--- src/rtl/shift32_seq_if.sv ---
// Request/result bundle for the serial 32-bit shifter.
// The requester drives master; the shifter sits on slave.
interface shift32_seq_if #(
    parameter int DATA_W = 32
);
    logic              START;
    logic [DATA_W-1:0] D;
    logic [31:0]       S;
    logic              LnR;
    logic [DATA_W-1:0] Y;
    logic              BUSY;
    logic              DONE;

    modport master (
        output START,
        output D,
        output S,
        output LnR,
        input  Y,
        input  BUSY,
        input  DONE
    );

    modport slave (
        input  START,
        input  D,
        input  S,
        input  LnR,
        output Y,
        output BUSY,
        output DONE
    );
endinterface

--- src/rtl/shift32_seq.sv ---
// Serial 32-bit logical shifter, one bit position per clock.
// START/BUSY/DONE handshake; S==0 and S>=32 finish in the accepting edge.
module shift32_seq #(
    parameter int DATA_W = 32,
    parameter int CNT_W  = 5
) (
    input  logic         CLK,
    input  logic         RST,
    shift32_seq_if.slave bus
);

    typedef enum logic {
        IDLE  = 1'b0,
        SHIFT = 1'b1
    } state_t;

    state_t              state_q, state_d;
    logic [DATA_W-1:0]   acc_q, acc_d;
    logic [CNT_W-1:0]    cnt_q, cnt_d;
    logic                dir_q, dir_d;
    logic [DATA_W-1:0]   y_q, y_d;
    logic                busy_q, busy_d;
    logic                done_q, done_d;

    logic                s_zero;
    logic                s_big;
    logic [DATA_W-1:0]   acc_sh;

    // Any bit above the counter range means every bit shifts out.
    assign s_zero = (bus.S == 32'd0);
    assign s_big  = |bus.S[31:CNT_W];

    always_comb begin
        acc_sh = acc_q;
        if (dir_q) begin
            acc_sh = acc_q << 1;
        end else begin
            acc_sh = acc_q >> 1;
        end
    end

    always_comb begin
        state_d = state_q;
        acc_d   = acc_q;
        cnt_d   = cnt_q;
        dir_d   = dir_q;
        y_d     = y_q;
        busy_d  = busy_q;
        done_d  = 1'b0;
        unique case (state_q)
            IDLE: begin
                if (bus.START) begin
                    if (s_zero) begin
                        y_d    = bus.D;
                        done_d = 1'b1;
                    end else if (s_big) begin
                        y_d    = '0;
                        done_d = 1'b1;
                    end else begin
                        acc_d   = bus.D;
                        cnt_d   = bus.S[CNT_W-1:0];
                        dir_d   = bus.LnR;
                        busy_d  = 1'b1;
                        state_d = SHIFT;
                    end
                end
            end
            SHIFT: begin
                acc_d = acc_sh;
                cnt_d = cnt_q - 1'b1;
                if (cnt_q == CNT_W'(1)) begin
                    y_d     = acc_sh;
                    done_d  = 1'b1;
                    busy_d  = 1'b0;
                    state_d = IDLE;
                end
            end
            default: begin
                state_d = IDLE;
                busy_d  = 1'b0;
            end
        endcase
    end

    always_ff @(posedge CLK or negedge RST) begin
        if (!RST) begin
            state_q <= IDLE;
            acc_q   <= '0;
            cnt_q   <= '0;
            dir_q   <= 1'b0;
            y_q     <= '0;
            busy_q  <= 1'b0;
            done_q  <= 1'b0;
        end else begin
            state_q <= state_d;
            acc_q   <= acc_d;
            cnt_q   <= cnt_d;
            dir_q   <= dir_d;
            y_q     <= y_d;
            busy_q  <= busy_d;
            done_q  <= done_d;
        end
    end

    assign bus.Y    = y_q;
    assign bus.BUSY = busy_q;
    assign bus.DONE = done_q;

endmodule

--- src/flat_wrapper.sv ---
// flat-port wrapper written by rule: the top's interface ports become plain ports
module shift32_seq_flat 
#(
    parameter int DATA_W = 32,
    parameter int CNT_W  = 5
)
  (CLK, RST, bus_START, bus_D, bus_S, bus_LnR, bus_Y, bus_BUSY, bus_DONE);
  shift32_seq_if #(.DATA_W(DATA_W)) bus_i ();
  input  logic CLK;
  input  logic RST;
  input wire logic [$bits(bus_i.START)-1:0] bus_START;
  input wire logic [$bits(bus_i.D)-1:0] bus_D;
  input wire logic [$bits(bus_i.S)-1:0] bus_S;
  input wire logic [$bits(bus_i.LnR)-1:0] bus_LnR;
  output wire logic [$bits(bus_i.Y)-1:0] bus_Y;
  output wire logic [$bits(bus_i.BUSY)-1:0] bus_BUSY;
  output wire logic [$bits(bus_i.DONE)-1:0] bus_DONE;
  assign bus_i.START = bus_START;
  assign bus_i.D = bus_D;
  assign bus_i.S = bus_S;
  assign bus_i.LnR = bus_LnR;
  assign bus_Y = bus_i.Y;
  assign bus_BUSY = bus_i.BUSY;
  assign bus_DONE = bus_i.DONE;
  shift32_seq #(.DATA_W(DATA_W), .CNT_W(CNT_W)) u_core (.CLK(CLK), .RST(RST), .bus(bus_i));
endmodule
--- config.mk ---
export PLATFORM = sky130hd
export DESIGN_NAME = shift32_seq_flat
export DESIGN_NICKNAME = d
export VERILOG_FILES = /design/src/rtl/shift32_seq_if.sv /design/src/rtl/shift32_seq.sv /design/src/flat_wrapper.sv
export SDC_FILE = /design/constraint.sdc
export NUM_CORES = 1
export LEC_CHECK = 0
export CAP_MARGIN = 5
export CORE_MARGIN = 2
export CORE_UTILIZATION = 50
export DETAILED_ROUTE_END_ITERATION = 6
export DONT_BUFFER_PORTS = 1
export GPL_TIMING_DRIVEN = 0
export PLACE_DENSITY = 0.73
export SLEW_MARGIN = 40
export SYNTH_ARGS = -nofsm -noshare
export SYNTH_HDL_FRONTEND = slang
export SYNTH_SLANG_ARGS = --single-unit
--- constraint.sdc ---
create_clock -name CLK -period 2.5 [get_ports CLK]
set_clock_uncertainty 0.05 [all_clocks]
set_input_delay 0.25 -clock CLK [delete_from_list [all_inputs] [get_ports CLK]]
set_output_delay 0.25 -clock CLK [all_outputs]
set_load 0.03 [all_outputs]
==> impl_metrics.json <==
{
  "start_util_pct": 51.9,
  "yosysWarnings": 0,
  "ctsResizeCount": 0,
  "fin_cells": 459,
  "viasPerCell": 5.88,
  "r2r_start": "u_core.dir_q",
  "die_x_um": 93.8,
  "r2r-end": "u_core.bus.Y[13]",
  "fin_crit_sh_pct": 89.1,
  "fill_cells": 658,
  "overflow": 0,
  "final_core_util_pct": 56.8,
  "ys_seq_area_share_pct": 45.3,
  "synthArstFlopShare_pct": 100,
  "grt_usage_pct": 21.8,
  "min_path_cells": 2,
  "ys_types": 36,
  "dp_slack_ps": -58.4,
  "regArea_sq_um": 1830,
  "crit_path_end_kind": "flip-flop",
  "slowest_delay_ps": 500,
  "htree_levels": 3,
  "antenna_cells": 0,
  "cts_hold_buffers": 4,
  "grt_max_degree": 74,
  "clk_latency_ps": 360,
  "final_area_sq_um": 4410,
  "cts_setup_buffers": 0,
  "antenna_found_initial": 0,
  "grt_pass1_wl_mm": 14.8,
  "maxSlewHeadroom_pct": 61.9,
  "synth_area_sq_um": 4030,
  "cp_common_cell": "clkbuf_1",
  "max_freq_mhz": 449,
  "clk_path_buf_depth": 2,
  "cts_tree": "yes",
  "tightest_slew_ps": 572,
  "crit_type": "reg2reg",
  "required_ps": 2690,
  "dp_cells": 439,
  "power_density_nw_per_um2": 489,
  "setup_violations": 0,
  "synth_enable_flop_cells": 0,
  "nets": 422,
  "grt_pass1_vias": 2943,
  "min_period_ps": 2230,
  "core_area_sq_um": 7770,
  "crit_chain": "clkbuf_1 > clkbuf_1 > mux2_2 > a22o_1 > mux2_4",
  "cap_violations": 0,
  "final_common_cell": "dfrtp_1",
  "die_h_um": 93.8,
  "r2r_slack_ps": 270,
  "first_pass_iters": 4,
  "wl_mm": 9.13,
  "clock-root-buffer": "clkbuf_8",
  "vias": 2699,
  "floorplan.rows": 32,
  "postPlaceCellArea_sq_um": 4160,
  "synthCells": 337,
  "syn_avg_cell_area_sq_um": 12.0,
  "p_leak_nw": 1.66,
  "drive_above_1_share_pct": 24.9,
  "synth-seq-cells": 73,
  "status": "completed",
  "final_cell_mix": "dfrtp_1 (73), mux2i_1 (39), nand2_1 (34)",
  "io_buffers": 0,
  "rsz0062_at_grt": "no",
  "min_from": "bus_D[11]",
  "timing.final.ws_setup_ps": 273,
  "gp_congestion": 0.816,
  "dp_hpwl_mm": 6.51,
  "numCtsBuffers": 9,
  "cp_data_arrival_time_ps": 2420,
  "synth_flop_cell": "dfrtp_1",
  "drtIter0Drc": 154,
  "multi_input_area_sq_um": 2040,
  "drtAntennaViolNets": 0,
  "worst_r2r_path_depth": 5,
  "synth_fp_nets": 407,
  "min_path_type": "in2reg",
  "path_max_fanout": 10,
  "syn2layout_area_growth_pct": 9.40,
  "fin_hold_ws_ps": 32.4,
  "slew_viol_final": 0,
  "wl_per_cell_um": 19.9,
  "die-area_sq_um": 8800,
  "cts.sinks": 73,
  "num_io_pins": 102,
  "drc": 0,
  "hold_viol": 0,
  "min_to": "u_core.acc_q[11]",
  "critPathSlowestCell": "clkbuf_1",
  "worstSetupStartpointType": "flip-flop",
  "ir_worst_vdd_uv": 299,
  "clk_pin_slew_worst_paths_ps": 80
}
## final cells by class
cell class,instances,share of cell area (%)
multi-input cells,234,46.2
flip-flops and latches,73,41.4
clock buffers,15,4.22
plain buffers,27,3.57
well taps,102,2.89
repair buffers,4,1.30
inverters,3,0.255
clock inverters,1,0.170
## worst max-delay path, delay by kind of cell (launching register included)
family                 cells  cell delay (ps)
AO/OA/AOI/OAI              1              240
buffers and inverters      2              830
flip-flops                 1              330
multiplexers               2              660
## cell families after synthesis
kind of cell | share of synthesized area (%)
DFF | 45.3
muxes | 30.0
xor gates and xnor gates | 0.651
and+or+nand+nor | 7.38
AOI/OAI and AO/OA | 11.9
buffers and inverters | 4.19
adders and majority gates | 0.620
## Yosys cell counts (all sizes together), types with 2 or more instances
| cell | n | area share (%) |
|---|---|---|
| dfrtp | 73 | 45 |
| mux2 | 63 | 20 |
| mux2i | 39 | 9.7 |
| nand2 | 34 | 3.2 |
| o21ai | 34 | 4.2 |
| a22o | 30 | 6.5 |
| clkbuf | 16 | 1.5 |
| buf | 11 | 2.4 |
| nor4 | 6 | 1.5 |
| inv | 3 | 0.28 |
| or3 | 3 | 0.59 |
| or4 | 3 | 0.56 |
| xnor2 | 3 | 0.65 |
| ha | 2 | 0.62 |
| nand3 | 2 | 0.25 |
| nor3 | 2 | 0.25 |
| o21a | 2 | 0.37 |
| or2 | 2 | 0.31 |
## registers in the layout (all words and copies together) (netlist names)
signal / cells
u_core.acc_q: 32
u_core.dir_q: 1
u_core.bus.BUSY: 1
u_core.bus.Y: 32
u_core.cnt_q: 5
u_core.state_q: 1
u_core.bus.DONE: 1
## worst max-delay path by stage
stage          cells after the start         start          endpoint  slack [ps]
2_1_floorplan                      7     bus_S[21]   u_core.bus.Y[0]         190
3_3_place_gp                       7     bus_S[21]   u_core.acc_q[0]           7
3_5_place_dp                       7     bus_S[21]   u_core.acc_q[0]         -60
4_1_cts                            5  u_core.dir_q  u_core.bus.Y[16]         280
5_1_grt                            5  u_core.dir_q  u_core.bus.Y[13]         150
6_report                           5  u_core.dir_q  u_core.bus.Y[13]         270
## stage by stage
step / TNS, ps / power [mW]
4_1_cts: 0 / 2.18
2_1_floorplan: 0 / 1.24
3_3_place_gp: 0 / 1.24
3_5_place_dp: -148 / 1.24
5_1_grt: 0 / 2.23
6_report: 0 / 2.16
## report_power, final
| group | total (mW) | switching (mW) | internal (mW) |
|---|---|---|---|
| Clock | 0.908 | 0.437 | 0.471 |
| Combinational | 0.0690 | 0.0426 | 0.0264 |
| Sequential | 1.18 | 0.00197 | 1.18 |
| Total | 2.16 | 0.482 | 1.68 |
## per-layer routing
layer	GRT usage, %	wire length (um)	up-vias
met5	0	0	-
met4	6.52	109	0
met3	8.03	756	8
met2	35.7	4320	97
met1	26.8	3940	1332
li1	-	-	1262
Power figures use the tool's default switching activity.
